<file path="src/rtl/simd_exec_sequencer_if.sv">
// Bus bundle between the SIMD execution sequencer, its BRAMs, the fetch unit and the control block.
// The master modport is the sequencer side; slave is the memory/control environment side.
interface simd_exec_sequencer_if #(
    parameter int BRAM_DEPTH       = 10,
    parameter int INSTR_BRAM_DEPTH = 11
);
    logic                        VALID_FU2PE;
    logic [INSTR_BRAM_DEPTH-1:0] instr_rd_addr;
    logic                        instr_rd_en;
    logic [31:0]                 instr_dout;
    logic [BRAM_DEPTH-1:0]       mat_a_rd_addr;
    logic [BRAM_DEPTH-1:0]       mat_b_rd_addr;
    logic                        mat_a_rd_en;
    logic                        mat_b_rd_en;
    logic [31:0]                 mat_a_dout;
    logic [31:0]                 mat_b_dout;
    logic [BRAM_DEPTH-1:0]       res_addr;
    logic [31:0]                 res_din;
    logic                        res_we;
    logic                        busy;
    logic                        done;
    logic                        err;

    modport master (
        input  VALID_FU2PE, instr_dout, mat_a_dout, mat_b_dout,
        output instr_rd_addr, instr_rd_en, mat_a_rd_addr, mat_b_rd_addr,
        output mat_a_rd_en, mat_b_rd_en, res_addr, res_din, res_we, busy, done, err
    );

    modport slave (
        output VALID_FU2PE, instr_dout, mat_a_dout, mat_b_dout,
        input  instr_rd_addr, instr_rd_en, mat_a_rd_addr, mat_b_rd_addr,
        input  mat_a_rd_en, mat_b_rd_en, res_addr, res_din, res_we, busy, done, err
    );
endinterface

</file>
<file path="src/rtl/simd_exec_sequencer.sv">
// Instruction-driven 4-lane 8-bit SIMD sequencer: fetch/decode from instruction BRAM,
// stream operands from two BRAMs, write lane results two cycles after each read issue.
module simd_exec_sequencer #(
    parameter int BRAM_DEPTH       = 10,
    parameter int INSTR_BRAM_DEPTH = 11
) (
    input logic                   ACLK,
    input logic                   ARESET,
    simd_exec_sequencer_if.master bus
);
    localparam int DATA_W = 32;
    localparam logic [3:0] OP_NOP  = 4'h0;
    localparam logic [3:0] OP_ADD  = 4'h1;
    localparam logic [3:0] OP_SUB  = 4'h2;
    localparam logic [3:0] OP_MUL  = 4'h3;
    localparam logic [3:0] OP_MAX  = 4'h4;
    localparam logic [3:0] OP_HALT = 4'hF;

    typedef enum logic [2:0] {S_IDLE, S_FETCH, S_DECODE, S_EXEC, S_DRAIN, S_DONE} state_t;

    state_t                      r_state, w_next;
    logic [INSTR_BRAM_DEPTH-1:0] r_pc;
    logic [3:0]                  r_op;
    logic [9:0]                  r_len, r_idx;
    logic [BRAM_DEPTH-1:0]       r_base;
    logic                        r_drain, r_last, r_err;
    logic                        r_vld_p1, r_vld_p2;
    logic [BRAM_DEPTH-1:0]       r_addr_p1, r_addr_p2;
    logic [DATA_W-1:0]           r_data_p2;

    logic [3:0]                  w_dec_op;
    logic [9:0]                  w_dec_len;
    logic                        w_dec_legal, w_dec_skip, w_pc_end;
    logic                        w_instr_en, w_exec, w_rd_en;
    logic [BRAM_DEPTH-1:0]       w_rd_addr;
    logic                        w_unused_bits;

    function automatic logic [DATA_W-1:0] simd_alu(input logic [3:0] op,
                                                   input logic [DATA_W-1:0] a,
                                                   input logic [DATA_W-1:0] b);
        logic [DATA_W-1:0] res;
        logic [7:0]        x, y, lane;
        res = '0;
        for (int k = 0; k < 4; k++) begin
            x = a[8*k +: 8];
            y = b[8*k +: 8];
            case (op)
                OP_ADD:  lane = x + y;
                OP_SUB:  lane = x - y;
                OP_MUL:  lane = x * y;
                OP_MAX:  lane = (x > y) ? x : y;
                default: lane = 8'h00;
            endcase
            res[8*k +: 8] = lane;
        end
        return res;
    endfunction

    assign w_dec_op      = bus.instr_dout[31:28];
    assign w_dec_len     = bus.instr_dout[25:16];
    assign w_dec_legal   = (w_dec_op <= OP_MAX) || (w_dec_op == OP_HALT);
    assign w_dec_skip    = (w_dec_op == OP_NOP) || (w_dec_len == 10'd0) || !w_dec_legal;
    assign w_pc_end      = (r_pc == {INSTR_BRAM_DEPTH{1'b1}});
    assign w_unused_bits = ^{bus.instr_dout[27:26], bus.instr_dout[15:10]};
    assign w_rd_addr     = r_base + BRAM_DEPTH'(r_idx);
    assign w_rd_en       = w_exec && !ARESET;

    always_ff @(posedge ACLK) begin
        if (ARESET) r_state <= S_IDLE;
        else        r_state <= w_next;
    end

    always_comb begin
        w_next     = r_state;
        w_instr_en = 1'b0;
        w_exec     = 1'b0;
        case (r_state)
            S_IDLE:   if (bus.VALID_FU2PE) w_next = S_FETCH;
            S_FETCH: begin
                w_instr_en = 1'b1;
                w_next     = S_DECODE;
            end
            S_DECODE: begin
                if (w_dec_op == OP_HALT) w_next = S_DONE;
                else if (w_dec_skip)     w_next = w_pc_end ? S_DONE : S_FETCH;
                else                     w_next = S_EXEC;
            end
            S_EXEC: begin
                w_exec = 1'b1;
                if (r_idx == r_len - 10'd1) w_next = S_DRAIN;
            end
            S_DRAIN:  if (r_drain) w_next = r_last ? S_DONE : S_FETCH;
            S_DONE:   w_next = S_IDLE;
            default:  w_next = S_IDLE;
        endcase
    end

    // Control state: program counter, element index, drain counter, error flag, valid pipe
    always_ff @(posedge ACLK) begin
        if (ARESET) begin
            r_pc     <= '0;
            r_idx    <= '0;
            r_drain  <= 1'b0;
            r_last   <= 1'b0;
            r_err    <= 1'b0;
            r_vld_p1 <= 1'b0;
            r_vld_p2 <= 1'b0;
        end else begin
            r_vld_p1 <= w_exec;
            r_vld_p2 <= r_vld_p1;
            case (r_state)
                S_IDLE: if (bus.VALID_FU2PE) begin
                    r_pc  <= '0;
                    r_err <= 1'b0;
                end
                S_DECODE: begin
                    r_pc    <= r_pc + 1'b1;
                    r_idx   <= '0;
                    r_drain <= 1'b0;
                    r_last  <= w_pc_end;
                    if (!w_dec_legal) r_err <= 1'b1;
                end
                S_EXEC:  r_idx   <= r_idx + 10'd1;
                S_DRAIN: r_drain <= !r_drain;
                default: ;
            endcase
        end
    end

    // p0: read issue; p1: operand data returns and is combined; p2: registered result
    always_ff @(posedge ACLK) begin
        if (r_state == S_DECODE) begin
            r_op   <= w_dec_op;
            r_len  <= w_dec_len;
            r_base <= BRAM_DEPTH'(bus.instr_dout[9:0]);
        end
        r_addr_p1 <= w_rd_addr;
        r_addr_p2 <= r_addr_p1;
        r_data_p2 <= simd_alu(r_op, bus.mat_a_dout, bus.mat_b_dout);
    end

    assign bus.instr_rd_en   = w_instr_en && !ARESET;
    assign bus.instr_rd_addr = w_instr_en ? r_pc : '0;
    assign bus.mat_a_rd_en   = w_rd_en;
    assign bus.mat_b_rd_en   = w_rd_en;
    assign bus.mat_a_rd_addr = w_rd_en ? w_rd_addr : '0;
    assign bus.mat_b_rd_addr = w_rd_en ? w_rd_addr : '0;
    assign bus.res_we        = r_vld_p2 && !ARESET;
    assign bus.res_addr      = r_vld_p2 ? r_addr_p2 : '0;
    assign bus.res_din       = r_vld_p2 ? r_data_p2 : '0;
    assign bus.busy          = (r_state != S_IDLE);
    assign bus.done          = (r_state == S_DONE);
    assign bus.err           = r_err;
endmodule

</file>
<file path="src/flat_wrapper.sv">
// flat-port wrapper written by rule: the top's interface ports become plain ports
module simd_exec_sequencer_flat 
#(
    parameter int BRAM_DEPTH       = 10,
    parameter int INSTR_BRAM_DEPTH = 11
)
  (ACLK, ARESET, bus_VALID_FU2PE, bus_instr_dout, bus_mat_a_dout, bus_mat_b_dout, bus_instr_rd_addr, bus_instr_rd_en, bus_mat_a_rd_addr, bus_mat_b_rd_addr, bus_mat_a_rd_en, bus_mat_b_rd_en, bus_res_addr, bus_res_din, bus_res_we, bus_busy, bus_done, bus_err);
  simd_exec_sequencer_if #(.BRAM_DEPTH(BRAM_DEPTH), .INSTR_BRAM_DEPTH(INSTR_BRAM_DEPTH)) bus_i ();
  input logic ACLK;
  input logic ARESET;
  input wire logic [$bits(bus_i.VALID_FU2PE)-1:0] bus_VALID_FU2PE;
  input wire logic [$bits(bus_i.instr_dout)-1:0] bus_instr_dout;
  input wire logic [$bits(bus_i.mat_a_dout)-1:0] bus_mat_a_dout;
  input wire logic [$bits(bus_i.mat_b_dout)-1:0] bus_mat_b_dout;
  output wire logic [$bits(bus_i.instr_rd_addr)-1:0] bus_instr_rd_addr;
  output wire logic [$bits(bus_i.instr_rd_en)-1:0] bus_instr_rd_en;
  output wire logic [$bits(bus_i.mat_a_rd_addr)-1:0] bus_mat_a_rd_addr;
  output wire logic [$bits(bus_i.mat_b_rd_addr)-1:0] bus_mat_b_rd_addr;
  output wire logic [$bits(bus_i.mat_a_rd_en)-1:0] bus_mat_a_rd_en;
  output wire logic [$bits(bus_i.mat_b_rd_en)-1:0] bus_mat_b_rd_en;
  output wire logic [$bits(bus_i.res_addr)-1:0] bus_res_addr;
  output wire logic [$bits(bus_i.res_din)-1:0] bus_res_din;
  output wire logic [$bits(bus_i.res_we)-1:0] bus_res_we;
  output wire logic [$bits(bus_i.busy)-1:0] bus_busy;
  output wire logic [$bits(bus_i.done)-1:0] bus_done;
  output wire logic [$bits(bus_i.err)-1:0] bus_err;
  assign bus_i.VALID_FU2PE = bus_VALID_FU2PE;
  assign bus_i.instr_dout = bus_instr_dout;
  assign bus_i.mat_a_dout = bus_mat_a_dout;
  assign bus_i.mat_b_dout = bus_mat_b_dout;
  assign bus_instr_rd_addr = bus_i.instr_rd_addr;
  assign bus_instr_rd_en = bus_i.instr_rd_en;
  assign bus_mat_a_rd_addr = bus_i.mat_a_rd_addr;
  assign bus_mat_b_rd_addr = bus_i.mat_b_rd_addr;
  assign bus_mat_a_rd_en = bus_i.mat_a_rd_en;
  assign bus_mat_b_rd_en = bus_i.mat_b_rd_en;
  assign bus_res_addr = bus_i.res_addr;
  assign bus_res_din = bus_i.res_din;
  assign bus_res_we = bus_i.res_we;
  assign bus_busy = bus_i.busy;
  assign bus_done = bus_i.done;
  assign bus_err = bus_i.err;
  simd_exec_sequencer #(.BRAM_DEPTH(BRAM_DEPTH), .INSTR_BRAM_DEPTH(INSTR_BRAM_DEPTH)) u_core (.ACLK(ACLK), .ARESET(ARESET), .bus(bus_i));
endmodule
</file>
<file path="config.mk">
export PLATFORM = sky130hd
export DESIGN_NAME = simd_exec_sequencer_flat
export DESIGN_NICKNAME = d
export VERILOG_FILES = /design/src/rtl/simd_exec_sequencer_if.sv /design/src/rtl/simd_exec_sequencer.sv /design/src/flat_wrapper.sv
export SDC_FILE = /design/constraint.sdc
export NUM_CORES = 1
export LEC_CHECK = 0
export CORE_AREA = 2 2 218 220
export DETAILED_ROUTE_END_ITERATION = 7
export DIE_AREA = 0 0 220 222
export PLACE_DENSITY = 0.46
export SYNTH_ARGS = -nofsm -noshare
export SYNTH_HDL_FRONTEND = slang
export SYNTH_SLANG_ARGS = --single-unit
export TNS_END_PERCENT = 30
</file>
<file path="constraint.sdc">
create_clock -name ACLK -period 5.95 [get_ports ACLK]
set_clock_uncertainty 0.05 [all_clocks]
set_input_delay 1.19 -clock ACLK [delete_from_list [all_inputs] [get_ports ACLK]]
set_output_delay 1.19 -clock ACLK [all_outputs]
set_load 0.01 [all_outputs]
</file>
# == Yosys cells after proc, flatten, opt, wreduce, memory -nomap -nowiden ==
# Index checks and enable logic that the tools add are counted.
# classes
n_addsub,12
eq_ne,16
mul,4
mux,29
n_reduce_logical,19
magnitude_cmp,5
# op_table
operator,n
one-hot mux 8 bit (4 select lines),4
adder 8 bit,4
> comparator 8 bit,4
multiplier 8 x 8 -> 8 bit,4
2-to-1 mux 32 bit,1
2-to-1 mux 8 bit,4
subtractor 8 bit,4
2-to-1 mux 11 bit,2
one-hot mux 11 bit (2 select lines),1
2-to-1 mux 3 bit,7
2-to-1 mux 10 bit,2
one-hot mux 10 bit (2 select lines),1
one-hot mux 3 bit (5 select lines),1
"adder 11 x 1 -> 11 bit, second input constant",1
"== test 11 bit, second input constant",1
"adder 10 x 1 -> 10 bit, second input constant",1
adder 10 bit,1
== test 10 bit,1
zero test 10 bit,1
"subtractor 10 x 1 -> 10 bit, second input constant",1
"== test 4 x 2 -> 1 bit, second input constant",2
"== test 3 x 2 -> 1 bit, second input constant",2
"== test 3 bit, second input constant",2
AND reduction 3 bit,2
17 further kinds,31
# word_totals
elab_cells,99
inputBits,99
out_inout_bits,80
regBits,105

# == Logic depth before layout (Yosys ltp) ==
# Gate-level depths: netlist (run 1).
# logic_depth
word_depth,7
depth_mapped,16
ltp_nobuf,16

# == Worst setup path after synthesis (run 1) ==
# OpenSTA, ideal clock, no wires.
# synth_path
kind,input -> register
from,in bus_mat_b_dout[20]
to,reg u_core.r_data_p2[23]
t_arrival_ps,4590
path_stages,14
t_required_ps,5765
path_slack_ps,1175
cell_sequence,nand2_1 -> fa_1 -> fa_1 -> inv_1 -> fa_1 -> inv_1 -> fa_1 -> inv_1 -> ha_1 -> a21oi_1 -> xnor3_1 -> xnor3_1 -> a22oi_1 -> o221ai_1
# synth_between
elab_chain_cells,3
# synth_lines
element,line,rtl
"start, declared",flat_wrapper.sv:14,input wire logic [$bits(bus_i.mat_b_dout)-1:0] bus_mat_b_dout;
branches (longest 2 deep; another with multiplier 8 x 8 -> 8 bit),-,
one-hot mux 8 bit (4 select lines) (*),simd_exec_sequencer.sv:47,case (op)
"end signal, assigned",simd_exec_sequencer.sv:139,"r_data_p2 <= simd_alu(r_op, bus.mat_a_dout, bus.mat_b_dout);"
"end, declared",simd_exec_sequencer.sv:29,logic [DATA_W-1:0] r_data_p2;
# Mark *: on every way between the ends.
# A chain may end at the register's enable or synchronous reset.

# == Worst setup path after layout (run 1) ==
# layout_path
from,in bus_mat_a_dout[18]
to,reg u_core.r_data_p2[23]
# layout_between
elab_chain_cells,3
# layout_lines
element,line,rtl
"start, declared",flat_wrapper.sv:13,input wire logic [$bits(bus_i.mat_a_dout)-1:0] bus_mat_a_dout;
branches (longest 2 deep; another with multiplier 8 x 8 -> 8 bit),-,
one-hot mux 8 bit (4 select lines) (*),simd_exec_sequencer.sv:47,
# Marks and branches as above.

==> results.py, run 1 <==
metrics = {
    "status": {
        "status": "complete, no violations",
    },
    "setup_path": {
        "crit_start": "bus_mat_a_dout[18]",
        "critPathMostFrequentCell": "inv_1",
        "path_cells": "clkdlybuf4s50_1, ha_1, inv_1, fa_1, inv_1, fa_1, ha_1, inv_1, fa_1, inv_1, ha_1, a21o_1, a21oi_1, xnor3_1, xnor3_1, a22oi_1, o221ai_1",
        "r2r-end": "u_core.r_pc[4]$_SDFFE_PP0P_",
        "start_kind": "primary input",
        "endpoint_kind": "register",
        "crit_end": "u_core.r_data_p2[23]$_DFF_P_",
        "cp_top_family": "adder cells",
        "path_class": "in2reg",
        "worstPathBufferInverterCount": 5,
        "r2r_cells": 4,
        "cpPeakStageDelay_ps": 530,
        "critPathMaxFanout": 4,
        "r2r_slack_ps": 3370,
        "crit_arrival_ps": 5440,
        "critPathSlowestCell": "clkdlybuf4s50_1",
        "cp.depth": 17,
        "timing.rr.start": "u_core.r_state[0]$_SDFFE_PP0P_",
        "crit_required_ps": 6110,
    },
    "clocking": {
        "postCtsHoldBufs": 0,
        "cts_max_level": 3,
        "cts-resized-gates": 0,
        "numClockSinks": 105,
        "cts_tree": "yes",
        "clkTransAtPathRegs_ps": 80,
        "cts_buffers": 9,
        "clockBufferDepth": 2,
        "post_cts_buffers": 0,
        "root_buffer": "clkbuf_16",
        "clk_latency_ps": 370,
    },
    "logic_synthesis": {
        "yosysSeqAreaShare": 0.2032,
        "postSynthRegisterBits": 105,
        "yosysWarnings": 0,
        "syn_inst": 1359,
        "synthArstFlopShare": 0,
        "syn-cell-area_mm2": 0.01152,
        "synth_fp_nets": 1651,
        "ys.flop_type": "dfxtp_1",
        "ys_types": 84,
        "synth_edf_count": 24,
        "syn_area_per_cell_um2": 8.480,
    },
    "drt": {
        "drc": 0,
        "wire_per_inst_um": 16.74,
        "num_vias": 10100,
        "vias_per_cell": 4.734,
        "drt-initial-drc-count": 508,
        "dr.pass1.iters": 5,
        "antenna_left": 0,
        "routed_wirelength_um": 35720,
    },
    "min_path": {
        "hold_class": "reg2reg",
    },
    "global_routing": {
        "grt_first_pass_wirelength_um": 57640,
        "grt_pass1_vias": 10470,
        "antenna_found_initial": 1,
        "track_usage": 0.1487,
        "grt_max_degree": 44,
        "grt-ovfl-total": 0,
    },
    "pwr": {
        "leakage_nw": 6.194,
        "pwr_density_cell_mw_per_mm2": 188.4,
        "ir_drop_uv": 176.6,
    },
    "timing": {
        "maxSlewViolCount": 0,
        "post-route-min-period_ps": 5280,
        "worst_pin_slew_ps": 1091,
        "setup_viol": 0,
        "finalCritPeriodShare": 0.8875,
        "setup_tns_ps": 0,
        "setup_ws_ps": 669.5,
        "slew_headroom": 0.2720,
        "hold_viol_final": 0,
        "rsz0062_at_grt": "false",
        "fmax_ghz": 0.1894,
    },
    "die": {
        "fp.dieH_um": 222,
        "coreArea_mm2": 0.04626,
        "die_area_mm2": 0.04884,
        "rows": 79,
        "pin_count": 179,
        "die_x_um": 220,
        "initial_core_util": 0.2491,
    },
    "placement": {
        "dpl.hpwl_um": 27680,
        "place_congestion": 0.8135,
        "pre_cts_ws_ps": 244.2,
        "port_buffers": 170,
        "placed_area_mm2": 0.01397,
    },
    "finish": {
        "layout_common_cells": "clkdlybuf4s50_1 (170), inv_1 (161), ha_1 (136), nand2_1 (129), and2_1 (113)",
        "final_util": 0.3087,
        "drive_above_1_share": 0.05832,
        "area_delta_synth_final_pct": 23.92,
        "fin_area_mm2": 0.01428,
        "nets": 1813,
        "final_common_cell": "clkdlybuf4s50_1",
    },
    "job": {
        "cap_violations": 0,
    },
}
[registers in the layout, summed over array words and instances (netlist names)]
signal	cells
u_core.r_last	1
u_core.r_data_p2	32
u_core.r_idx	10
u_core.r_base	10
u_core.r_addr_p1	10
u_core.r_vld_p2	1
u_core.r_len	10
u_core.r_state	3
u_core.bus.err	1
u_core.r_pc	11
u_core.r_op	4
u_core.r_addr_p2	10
u_core.r_vld_p1	1
u_core.r_drain	1
[stage by stage]
stage               instances  power, mW  hold WS, ps
global route             2133      2.914        289.7
finish                   2134      2.691        282.8
detailed placement       2117      2.070        262.8
global placement         2117      2.064        261.0
CTS                      2133      2.745        282.8
floorplan                1359      1.689        259.6
[worst min-delay path by stage]
| stage | end | slack [ps] | depth (start not counted) | startpoint |
|---|---|---|---|---|
| CTS | u_core.r_addr_p2[7]$_DFF_P_ | 280 | 0 | u_core.r_addr_p1[7]$_DFF_P_ |
| floorplan | u_core.r_addr_p2[0]$_DFF_P_ | 260 | 0 | u_core.r_addr_p1[0]$_DFF_P_ |
| finish | u_core.r_addr_p2[7]$_DFF_P_ | 280 | 0 | u_core.r_addr_p1[7]$_DFF_P_ |
| detailed placement | u_core.r_addr_p2[7]$_DFF_P_ | 260 | 0 | u_core.r_addr_p1[7]$_DFF_P_ |
| global route | u_core.r_addr_p2[1]$_DFF_P_ | 290 | 0 | u_core.r_addr_p1[1]$_DFF_P_ |
| global placement | u_core.r_addr_p2[0]$_DFF_P_ | 260 | 0 | u_core.r_addr_p1[0]$_DFF_P_ |
[cell usage after synthesis (all sizes together) (6+ instances only)]
cell type	number	area share
inv	162	0.053
ha	136	0.15
nand2	129	0.042
and2	114	0.062
nor2	86	0.028
dfxtp	81	0.14
a21oi	72	0.032
xnor2	58	0.044
fa	57	0.099
o21ai	57	0.025
buf	34	0.020
edfxtp	24	0.063
clkbuf	22	0.0074
xor2	20	0.015
o221ai	19	0.015
a21o	18	0.012
mux2i	18	0.016
nor3	18	0.0078
nand3	16	0.0069
nor2b	15	0.0081
a221oi	13	0.0099
and3	13	0.0071
nand2b	13	0.0071
nand4	10	0.0054
o21a	10	0.0065
o21bai	10	0.0065
xnor3	9	0.018
o221a	8	0.0078
mux2	7	0.0068
a22oi	6	0.0043
o2111ai	6	0.0046
[routing by layer]
layer | global-route usage | vias to the layer above | wire length (um)
li1 | - | 4984 | -
met1 | 0.1997 | 4843 | 16540
met2 | 0.2532 | 241 | 17140
met3 | 0.02236 | 33 | 1607
met4 | 0.02598 | 2 | 418
met5 | 0 | - | 13
[power breakdown]
part / total [mW] / internal [mW] / switching [mW]
clock: 0.645 / 0.305 / 0.340
sequential: 0.847 / 0.806 / 0.0414
combinational: 1.20 / 0.561 / 0.637
[cell type report]
type / count / area (um^2)
fillers: 4965 / 31980
inverters: 162 / 608.1
multi-input cells: 1036 / 8277
clock inverters: 7 / 86.33
repair buffers: 207 / 1979
clock buffers: 9 / 225.2
well taps: 607 / 759.5
flip-flops and latches: 105 / 2344
diodes: 1 / 2.502
[kinds of logic (layout without fill, tap and decap cells)]
logic type               Yosys count  count (layout)  synth area share
adder cells (fa/ha/maj)          193             193            0.2467
XOR/XNOR                          87              87           0.07686
other                              0               1                 0
AND/OR/NAND/NOR                  450             450            0.1998
AO/OA/AOI/OAI                    281             281            0.1706
buffers and inverters            218             385           0.08045
multiplexers                      25              25           0.02247
flip-flops                       105             105            0.2032
Note: power is estimated with default switching activity, not from simulation.
==> run 2: changes to the inputs <==
Settings changed: SLEW_MARGIN from default to 0.
==> results of run 2 <==
The final DEF is identical to that of run 1; final timing and power are the same.
